File: config.mk
export PLATFORM = sky130hd
export DESIGN_NAME = mem_port_arbiter
export DESIGN_NICKNAME = d
export VERILOG_FILES = /design/src/rtl/mem_port_arbiter.sv
export SDC_FILE = /design/constraint.sdc
export NUM_CORES = 1
export LEC_CHECK = 0
export CORE_AREA = 2 2 285 287
export CTS_BUF_LIST = sky130_fd_sc_hd__clkbuf_8
export DETAILED_ROUTE_END_ITERATION = 7
export DIE_AREA = 0 0 287 289
export DONT_BUFFER_PORTS = 1
export GPL_TIMING_DRIVEN = 0
export SLEW_MARGIN = 20
export SYNTH_ARGS = -nofsm -noshare
export SYNTH_HDL_FRONTEND = slang
export SYNTH_SLANG_ARGS = --single-unit
File: constraint.sdc
create_clock -name CLK -period 14.5 [get_ports CLK]
set_input_delay 2.9 -clock CLK [delete_from_list [all_inputs] [get_ports CLK]]
set_output_delay 2.9 -clock CLK [all_outputs]
set_load 0.01 [all_outputs]
File: src/rtl/mem_port_arbiter.sv
// Two-port arbiter sharing one line-wide main memory between the instruction and data caches.
// Round-robin on ties; each access holds GNT for at least two cycles, then a one-cycle DONE.
module mem_port_arbiter #(
   parameter int ADDR_W = 28,
   parameter int LINE_W = 128
) (
   input  logic              CLK,
   input  logic              RESET,
   input  logic              INS_READ,
   input  logic [ADDR_W-1:0] INS_ADDRESS,
   output logic [LINE_W-1:0] INS_READ_DATA,
   output logic              INS_BUSY_WAIT,
   input  logic              DATA_READ,
   input  logic              DATA_WRITE,
   input  logic [ADDR_W-1:0] DATA_ADDRESS,
   input  logic [LINE_W-1:0] DATA_WRITE_DATA,
   output logic [LINE_W-1:0] DATA_READ_DATA,
   output logic              DATA_BUSY_WAIT,
   output logic              MEM_READ,
   output logic              MEM_WRITE,
   output logic [ADDR_W-1:0] MEM_ADDRESS,
   output logic [LINE_W-1:0] MEM_WRITE_DATA,
   input  logic [LINE_W-1:0] MEM_READ_DATA,
   input  logic              MEM_BUSY_WAIT
);

   typedef enum logic [2:0] {IDLE, GNT_I, GNT_D, DONE_I, DONE_D} state_t;

   state_t            state;
   logic              last;       // 1: D side was granted last
   logic              started;
   logic              op_write;
   logic              mem_read_q;
   logic              mem_write_q;
   logic [ADDR_W-1:0] addr_q;
   logic [LINE_W-1:0] wdata_q;
   logic [LINE_W-1:0] ird_q;
   logic [LINE_W-1:0] drd_q;

   logic i_pend;
   logic d_pend;
   logic pick_d;

   assign i_pend = INS_READ;
   assign d_pend = DATA_READ | DATA_WRITE;
   assign pick_d = d_pend && (!i_pend || !last);

   always_ff @(posedge CLK or posedge RESET) begin
      if (RESET) begin
         state       <= IDLE;
         last        <= 1'b1;
         started     <= 1'b0;
         op_write    <= 1'b0;
         mem_read_q  <= 1'b0;
         mem_write_q <= 1'b0;
         addr_q      <= '0;
         wdata_q     <= '0;
         ird_q       <= '0;
         drd_q       <= '0;
      end else begin
         case (state)
            IDLE: begin
               if (i_pend || d_pend) begin
                  started <= 1'b0;
                  last    <= pick_d;
                  if (pick_d) begin
                     state       <= GNT_D;
                     addr_q      <= DATA_ADDRESS;
                     wdata_q     <= DATA_WRITE_DATA;
                     op_write    <= DATA_WRITE;
                     mem_read_q  <= !DATA_WRITE;
                     mem_write_q <= DATA_WRITE;
                  end else begin
                     state       <= GNT_I;
                     addr_q      <= INS_ADDRESS;
                     op_write    <= 1'b0;
                     mem_read_q  <= 1'b1;
                     mem_write_q <= 1'b0;
                  end
               end
            end
            GNT_I, GNT_D: begin
               started <= 1'b1;
               // The first GNT cycle never completes, even if memory is not busy yet.
               if (started && !MEM_BUSY_WAIT) begin
                  mem_read_q  <= 1'b0;
                  mem_write_q <= 1'b0;
                  if (op_write) begin
                     state <= DONE_D;
                  end else if (state == GNT_I) begin
                     ird_q <= MEM_READ_DATA;
                     state <= DONE_I;
                  end else begin
                     drd_q <= MEM_READ_DATA;
                     state <= DONE_D;
                  end
               end
            end
            DONE_I, DONE_D: state <= IDLE;
            default:        state <= IDLE;
         endcase
      end
   end

   assign MEM_READ       = mem_read_q;
   assign MEM_WRITE      = mem_write_q;
   assign MEM_ADDRESS    = addr_q;
   assign MEM_WRITE_DATA = wdata_q;
   assign INS_READ_DATA  = ird_q;
   assign DATA_READ_DATA = drd_q;
   assign INS_BUSY_WAIT  = i_pend && (state != DONE_I);
   assign DATA_BUSY_WAIT = d_pend && (state != DONE_D);

endmodule

==> metrics.txt, run 1 <==
initial antenna violation count 10; Slew headroom 52.9%; CTS root buffer clkbuf_8; clock skew approximately 45 ps; layout cells sized above 1 49.4%; DR DRC count 0; gpl congestion about 0.84; area leader, netlist dfrtp_1; synth warn 0; status completed; hold path endpoint last; min-delay src last; RR Endpoint MEM_WRITE_DATA[23]; chip width 287 um; total global-route track usage 10.9%; H-tree levels 3; total grt overflow 0; final worst path period share a little over two fifths; Std-Cell Rows around 100; commonest non-fill, non-tap cell in the layout dfrtp_1; setup slack, reg-to-reg about 12,000 ps; nets ~1,400; Core ar. roughly 0.08 mm2; Max Freq 163 MHz; CTS Buffer Depth 3; Slew @ Worst Pin about 700 ps; crit path launch INS_READ; Worst-path clk slew around 60 ps; Die Span Y roughly 290 um; Port Buf Inserts 0; CP endpoint kind output pin; slowest stage delay, CP about 300 ps; Seq/Total Area, Yosys about three fifths; critical register-to-register path startpoint last; hold buffers post-CTS 0; syn_nets 1,308; vias per cell 4.08; Tmin final 6120 ps; Fin. Hold Viols 0; most frequent cells in the layout 419 x dfrtp_1, 220 x mux2_4, 164 x mux2_2, 87 x clkbuf_8, 39 x o21ai_0; synthesized area ~0.017 mm2; Unique masters post-synth 33; Stages on worst setup path 2; routed vias between 8,000 and 9,000; largest net degree at the start of global routing 40; DRT iter0 DRCs 312; global-route wire length before repair approximately 68,000 um; Synth Instances 990; IO Pins 734; initial core utilization roughly 21%; WL per Instance between 20 and 25 um; Post-CTS Setup Bufs 0; clk_lat worst skew roughly 660 ps; Setup TNS 0 ps; slowest cell on the critical path a31oi_1; Routed WL 48,700 um; Die Area about 0.083 mm2; Sink Count 420; synthesized flop and latch total 420; Synth-to-Final Area Change 17.9%; Final Slew Violations 0; Max IR drop VDD approximately 0.13 mV; Hold Path Class register to register; Worst EP required roughly 12,000 ps; total of max-cap violations 0; unrepaired setup endpoints after global routing no; Fill cells 8,185; Yosys top cell area share 61.1%; DRT antenna net count 0; Syn Area/Cell about 17 um2; DP Wirelength about 37,000 um; worst-case reg-to-reg path depth 5; DRT Pass-1 Iters 4; critical path class input pin to output pin; worst hold stages 2; CTS buffer count between 70 and 80; PD cells 246 mW/mm2; crit path launch type input pin; synth top area cells dfrtp_1 61%, mux2_4 19%, mux2_2 11%, mux2i_1 1.6%, buf_12 1.2%; CTS tree yes; Leakage 9.49 nW; hold slack between 500 and 600 ps; crit path buf inv count 1; crit-path leading delay family compound AO/OA/AOI/OAI gates; Final setup viols 0; vias in the first global route between 9,000 and 10,000; crit-path cells inv_1 -> a31oi_1; CP arrival 3220 ps; critical path peak fanout 5; Resized cells post-CTS 0
[layout make-up]
type	instances	area [um2]	share of cell area, %
clock inverters	41	287	1.42
clock buffers	87	1200	5.92
multi-input cells	509	5980	29.6
well taps	1060	1330	6.56
repair buffers	12	248	1.23
inverters	5	22.5	0.111
flip-flops and latches	420	10500	52.0
diodes	2	5.00	0.0248
plain buffers	56	647	3.20
[worst min-delay path: cells and delay by family, from the launching register on]
family / cells / cell delay, ps
AO/OA/AOI/OAI: 1 / 70
flip-flops: 1 / 380
buffers and inverters: 1 / 40
[synth_stat cells]
cell type	count
mux2_2	164
a31o_2	2
buf_8	12
or3_1	2
nand2b_1	2
a31oi_1	1
a221oi_1	1
nor3_2	1
buf_6	17
buf_12	10
dfstp_2	1
o31a_1	1
mux2i_1	28
o2bb2ai_1	1
nand2_1	3
mux2_4	220
and3_1	3
inv_1	5
dfrtp_1	419
nor2_1	4
clkbuf_1	8
nand2_2	2
nor4b_4	1
a21o_1	1
buf_2	9
a2111oi_0	1
nor3_1	4
a21oi_1	22
nor2b_1	3
o21ai_0	39
o211ai_1	1
a211oi_1	1
o21ai_1	1
[per-layer routing]
| metal | vias up | routed length, um | track usage [%] |
|---|---|---|---|
| met5 | - | 71 | 0 |
| met4 | 10 | 1720 | 5.04 |
| met3 | 119 | 4590 | 4.25 |
| met2 | 428 | 24300 | 17.8 |
| met1 | 4683 | 18000 | 12.6 |
| li1 | 3698 | - | - |
[where the power goes]
part	internal [W]	leakage (nW)	total, W	switching, W
combinational	0.000844	3.59	0.00130	0.000460
sequential	0.00177	5.05	0.00256	0.000788
clock	0.000589	0.848	0.00110	0.000514
[registers in the layout (all words and copies together), names as in the netlist, 3 cells and up]
register and flops:
MEM_ADDRESS 28, DATA_READ_DATA 128, state 3, MEM_WRITE_DATA 128, INS_READ_DATA 128
[worst max-delay path by stage]
stage and endpoint:
2_1_floorplan DATA_READ_DATA[0], 3_3_place_gp DATA_READ_DATA[121], 3_5_place_dp INS_BUSY_WAIT, 4_1_cts INS_BUSY_WAIT, 5_1_grt INS_BUSY_WAIT, 6_report INS_BUSY_WAIT
[per-stage QoR]
stage	util, %	total power, W	std cells	worst slack, ps	cell area, um2
floorplan	-	0.00346	990	5940	17200
global route	25.3	0.00521	2192	8330	20200
detailed placement	23.4	0.00389	2062	8380	18700
CTS	25.3	0.00503	2190	8380	20200
global placement	23.1	0.00382	2050	4150	18500
finish	25.3	0.00497	2192	8380	20200
[logic make-up (layout without fill, tap and decap cells)]
kind of cell | after synthesis | in the layout | synth area share, %
flip-flops | 420 | 420 | 61.3
multiplexers | 412 | 412 | 31.7
AO/OA/AOI/OAI | 72 | 72 | 2.28
buffers and inverters | 61 | 201 | 3.88
AND/OR/NAND/NOR | 25 | 25 | 0.904
other | 0 | 2 | 0
No activity file was read; power rests on OpenSTA's default activity.
==> inputs of run 2 (changes only) <==
CORE_AREA = 2 2 287 289   (was 2 2 285 287)
DIE_AREA = 0 0 289 291   (was 0 0 287 289)
clock period = 6.1 ns   (was 14.5 ns; I/O delays follow)
==> metrics.txt, run 2 (synthesized netlist as in run 1, its figures left out) <==
hold buffers post-CTS 0; Sink Count 420; vias per cell 4.07; Port Buf Inserts 0; H-tree levels 3; DRT iter0 DRCs between 200 and 300; crit path launch type input pin; DP Wirelength ~37,000 um; largest net degree at the start of global routing 37; clock skew ~33 ps; total grt overflow 0; critical path peak fanout 5; commonest non-fill, non-tap cell in the layout dfrtp_1; crit-path leading delay family compound AO/OA/AOI/OAI gates; Setup TNS 0 ps; Routed WL approximately 49,000 um; Final setup viols 0; crit-path cells inv_1 -> a31oi_1; DRT antenna net count 0; Post-CTS Setup Bufs 0; WL per Instance 22.0 um; total of max-cap violations 0; CTS Buffer Depth 3; crit path buf inv count 1; status completed; Max IR drop VDD roughly 0.24 mV; Final Slew Violations 0; Resized cells post-CTS 0; Power Total between 0.01 and 0.015 W; layout cells sized above 1 between 40% and 50%; Slew @ Worst Pin ~670 ps; slowest stage delay, CP 400 ps; Worst-path clk slew about 60 ps; Worst EP required 4880 ps; Max Freq 348 MHz; final worst path period share 47.1%; Core ar. around 0.08 mm2; Synth-to-Final Area Change 18.3%; Die Span Y approximately 290 um; most frequent cells in the layout 419 x dfrtp_1, 220 x mux2_4, 164 x mux2_2, 91 x clkbuf_8, 39 x o21ai_0; Hold Path Class input pin to async pin; Slew headroom 55.2%; CTS root buffer clkbuf_8; CTS tree yes; unrepaired setup endpoints after global routing no; Leakage roughly 9.5 nW; vias in the first global route about 10,000; clk_lat worst skew roughly 630 ps; CP arrival about 1700 ps; PD cells 583 mW/mm2; nets 1,397; gpl congestion about 0.83; global-route wire length before repair slightly below 70,000 um; slowest cell on the critical path a31oi_1; IO Pins 734; DR DRC count 0; Die Area 0.0841 mm2; Fin. Hold Viols 0; chip width 289 um; total global-route track usage between 10% and 20%; critical path class input pin to output pin; Std-Cell Rows around 110; initial antenna violation count 11; Tmin final about 2900 ps; CTS buffer count 74; initial core utilization a little over a fifth; routed vias between 8,000 and 9,000; CP endpoint kind output pin; DRT Pass-1 Iters 5
[run 2: path summary, 6_finish.rpt]
path	startpoint	end	slack (ps)	cells after the start
max	INS_READ	INS_BUSY_WAIT	3230	2
min	RESET	DATA_READ_DATA[35]	490	1
max reg2reg	last	MEM_WRITE_DATA[39]	3970	5
min reg2reg	last	last	500	2
max in group asynchronous	RESET	INS_READ_DATA[90]	3830	7
min in group CLK	last	last	500	2
[run 2: per-layer routing]
| metal | vias up | track usage (%) | wire length, um |
|---|---|---|---|
| met3 | 108 | 4.51 | 5090 |
| met5 | - | 0 | 60 |
| met1 | 4655 | 11.1 | 16800 |
| met4 | 10 | 4.45 | 1500 |
| met2 | 505 | 19.4 | 25200 |
| li1 | 3697 | - | - |
[run 2: metrics by stage]
stage          utilization, %  std cells  cell area [um2]  hold slack (ps)  setup slack, ps
6_report                 25.0       2207            20300              489             3230
4_1_cts                  25.0       2200            20300              408             3190
2_1_floorplan               -        990            17200              470             -785
3_3_place_gp             22.8       2060            18500              502            -2600
5_1_grt                  25.0       2204            20300              422             3150
3_5_place_dp             23.1       2073            18800              505             3120
[run 2: cell type report]
| type | count | area (um2) |
|---|---|---|
| Fill cell | 8289 | 60900 |
| Sequential cell | 420 | 10500 |
| Multi-Input combinational cell | 509 | 5980 |
| Tap cell | 1070 | 1340 |
| Clock buffer | 91 | 1250 |
| Buffer | 56 | 647 |
| Timing Repair Buffer | 13 | 275 |
| Clock inverter | 36 | 246 |
| Inverter | 5 | 22.5 |
| Antenna cell | 7 | 17.5 |
[run 2: power by group]
| group | switching, W | total [W] | internal [W] |
|---|---|---|---|
| clock network | 0.00117 | 0.00264 | 0.00147 |
| registers | 0.00188 | 0.00609 | 0.00421 |
| logic | 0.00110 | 0.00311 | 0.00201 |
| total | 0.00414 | 0.0118 | 0.00769 |
==> inputs of run 3 (changes only) <==
CORE_AREA = 2 2 285 287   (was 2 2 287 289)
DIE_AREA = 0 0 287 289   (was 0 0 289 291)
clock period = 2.3 ns   (was 6.1 ns; I/O delays follow)
==> metrics.txt, run 3 (synthesized netlist as in run 1, its figures left out) <==
Worst-path clk slew 60 ps; top sig layer met5; clock share of power 21.8%; Slew @ Worst Pin 717 ps; critical path peak fanout 10; chip width about 290 um; routed vias about 10,000; Slew headroom a little over half; CTS buffer count 75; Comb power frac roughly 28%; Hold Path Class input pin to register; Post-CTS Setup Bufs 0; hold buffers post-CTS around 300; Setup TNS 0 ps; total of max-cap violations 0; Final Slew Violations 0; vias per cell 4.11; Die Area approximately 0.083 mm2; layout cells sized above 1 about two fifths; Routed WL approximately 53,000 um; clock skew between 40 and 50 ps; final worst path period share between 90% and 100%; Std-Cell Rows approximately 100; nets about 1,700; Detail Route met3 WL approximately 4200 um; Net Sw Power around 0.012 W; gpl congestion around 0.84; critical path class register to register; Final setup viols 0; CP endpoint kind register; Worst EP required between 2000 and 3000 ps; Fin. Hold Viols 0; Seq pwr share between 50% and 60%; Switching Fraction between 30 and 40%; most frequent cells in the layout 419 x dfrtp_1, 304 x dlygate4sd3_1, 220 x mux2_4, 164 x mux2_2, 87 x clkbuf_8; Routed met1 length slightly below 20,000 um; DR DRC count 0; slowest stage delay, CP between 500 and 600 ps; Max IR drop VDD between 0.8 and 0.9 mV; crit-path cells o2bb2ai_1 -> buf_2 -> mux2i_1 -> dlygate4sd3_1 -> o21ai_0; Sink Count 420; WL met2 26,900 um; IO Pins roughly 730; commonest non-fill, non-tap cell in the layout dfrtp_1; status completed; DP Wirelength around 37,000 um; hold slack 78.5 ps; WL per Instance 21.2 um; Leakage roughly 11 nW; Tmin final 2160 ps; DRT antenna net count 0; global-route wire length before repair roughly 75,000 um; PD cells about 1400 mW/mm2; Synth-to-Final Area Change 35.7%; initial core utilization approximately 21%; H-tree levels 3; CTS root buffer clkbuf_8; clk_lat worst skew 660 ps; DRT Pass-1 Iters 5; initial antenna violation count 7; Core ar. 0.0799 mm2; Die Span Y 289 um; Int Power between 0.02 and 0.025 W; Fill cells ~7,900; Max Freq 462 MHz; total grt overflow 0; CTS Buffer Depth 3; Port Buf Inserts 0; DRT iter0 DRCs 322; Resized cells post-CTS 0; unrepaired setup endpoints after global routing no; total global-route track usage between 10% and 20%; vias in the first global route between 10,000 and 15,000; largest net degree at the start of global routing 40; CTS tree yes; crit path launch type register; CP arrival between 2000 and 3000 ps; slowest cell on the critical path dlygate4sd3_1
run 3: changes by cell type in the layout (fill, tap and decap cells not counted), moves of 2 or more:
cell,previous run,this run
clkinv_2,1,9
inv_6,0,3
diode_2,7,5
inv_1,31,26
clkbuf_8,91,87
clkinv_8,1,3
dlygate4sd3_1,0,304
clkinvlp_4,4,2
run 3: worst paths after layout:
check,cells after the start,slack [ps],from,end
worst max-delay path,5,140,last,MEM_ADDRESS[6]
worst min-delay path,2,80,DATA_ADDRESS[10],MEM_ADDRESS[10]
worst max register to register,5,140,last,MEM_ADDRESS[6]
worst min register to register,2,500,last,last
max in group asynchronous,6,460,RESET,MEM_ADDRESS[13]
min in group asynchronous,2,450,RESET,DATA_READ_DATA[47]
run 3: cell type report:
class,count,area (um2),share of cell area (%)
antenna,5,12.5,0.0538
buffer,56,647,2.78
clock buffer,87,1200,5.15
clock inverter,41,287,1.23
inverter,5,22.5,0.0968
multi-input combinational,509,5980,25.7
sequential,420,10500,45.2
tap,1060,1330,5.70
timing repair buffer,316,3290,14.1
run 3: per-layer routing:
| layer | GRT usage, % | vias up |
|---|---|---|
| met4 | 5.20 | 8 |
| met3 | 4.03 | 136 |
| met1 | 13.6 | 5351 |
| li1 | - | 4308 |
| met5 | 0 | - |
| met2 | 20.1 | 472 |
run 3: worst max-delay path, delay by kind of cell (launching register included):
family                 cells  cell delay [ps]
muxes                      1              260
buffers and inverters      2              970
DFF                        1              550
AOI/OAI and AO/OA          2              250
run 3: power by group through the flow:
stage / clock network, W / logic (W) / registers, W
global placement: 0 / 0.00788 / 0.0162
finish: 0.00701 / 0.00890 / 0.0162
floorplan: 0 / 0.00705 / 0.0148
detailed placement: 0 / 0.00826 / 0.0163
global route: 0.00753 / 0.00949 / 0.0166
CTS: 0.00719 / 0.00885 / 0.0162
run 3: stage by stage:
stage / instance area (um2) / util, % / worst slack, ps / power [W] / std cells
2_1_floorplan: 17200 / - / -3820 / 0.0218 / 990
3_3_place_gp: 18500 / 23.1 / -5610 / 0.0241 / 2050
3_5_place_dp: 18700 / 23.4 / 105 / 0.0246 / 2062
4_1_cts: 23300 / 29.1 / 91.7 / 0.0323 / 2494
5_1_grt: 23300 / 29.1 / 19.2 / 0.0336 / 2497
6_report: 23300 / 29.1 / 138 / 0.0321 / 2499
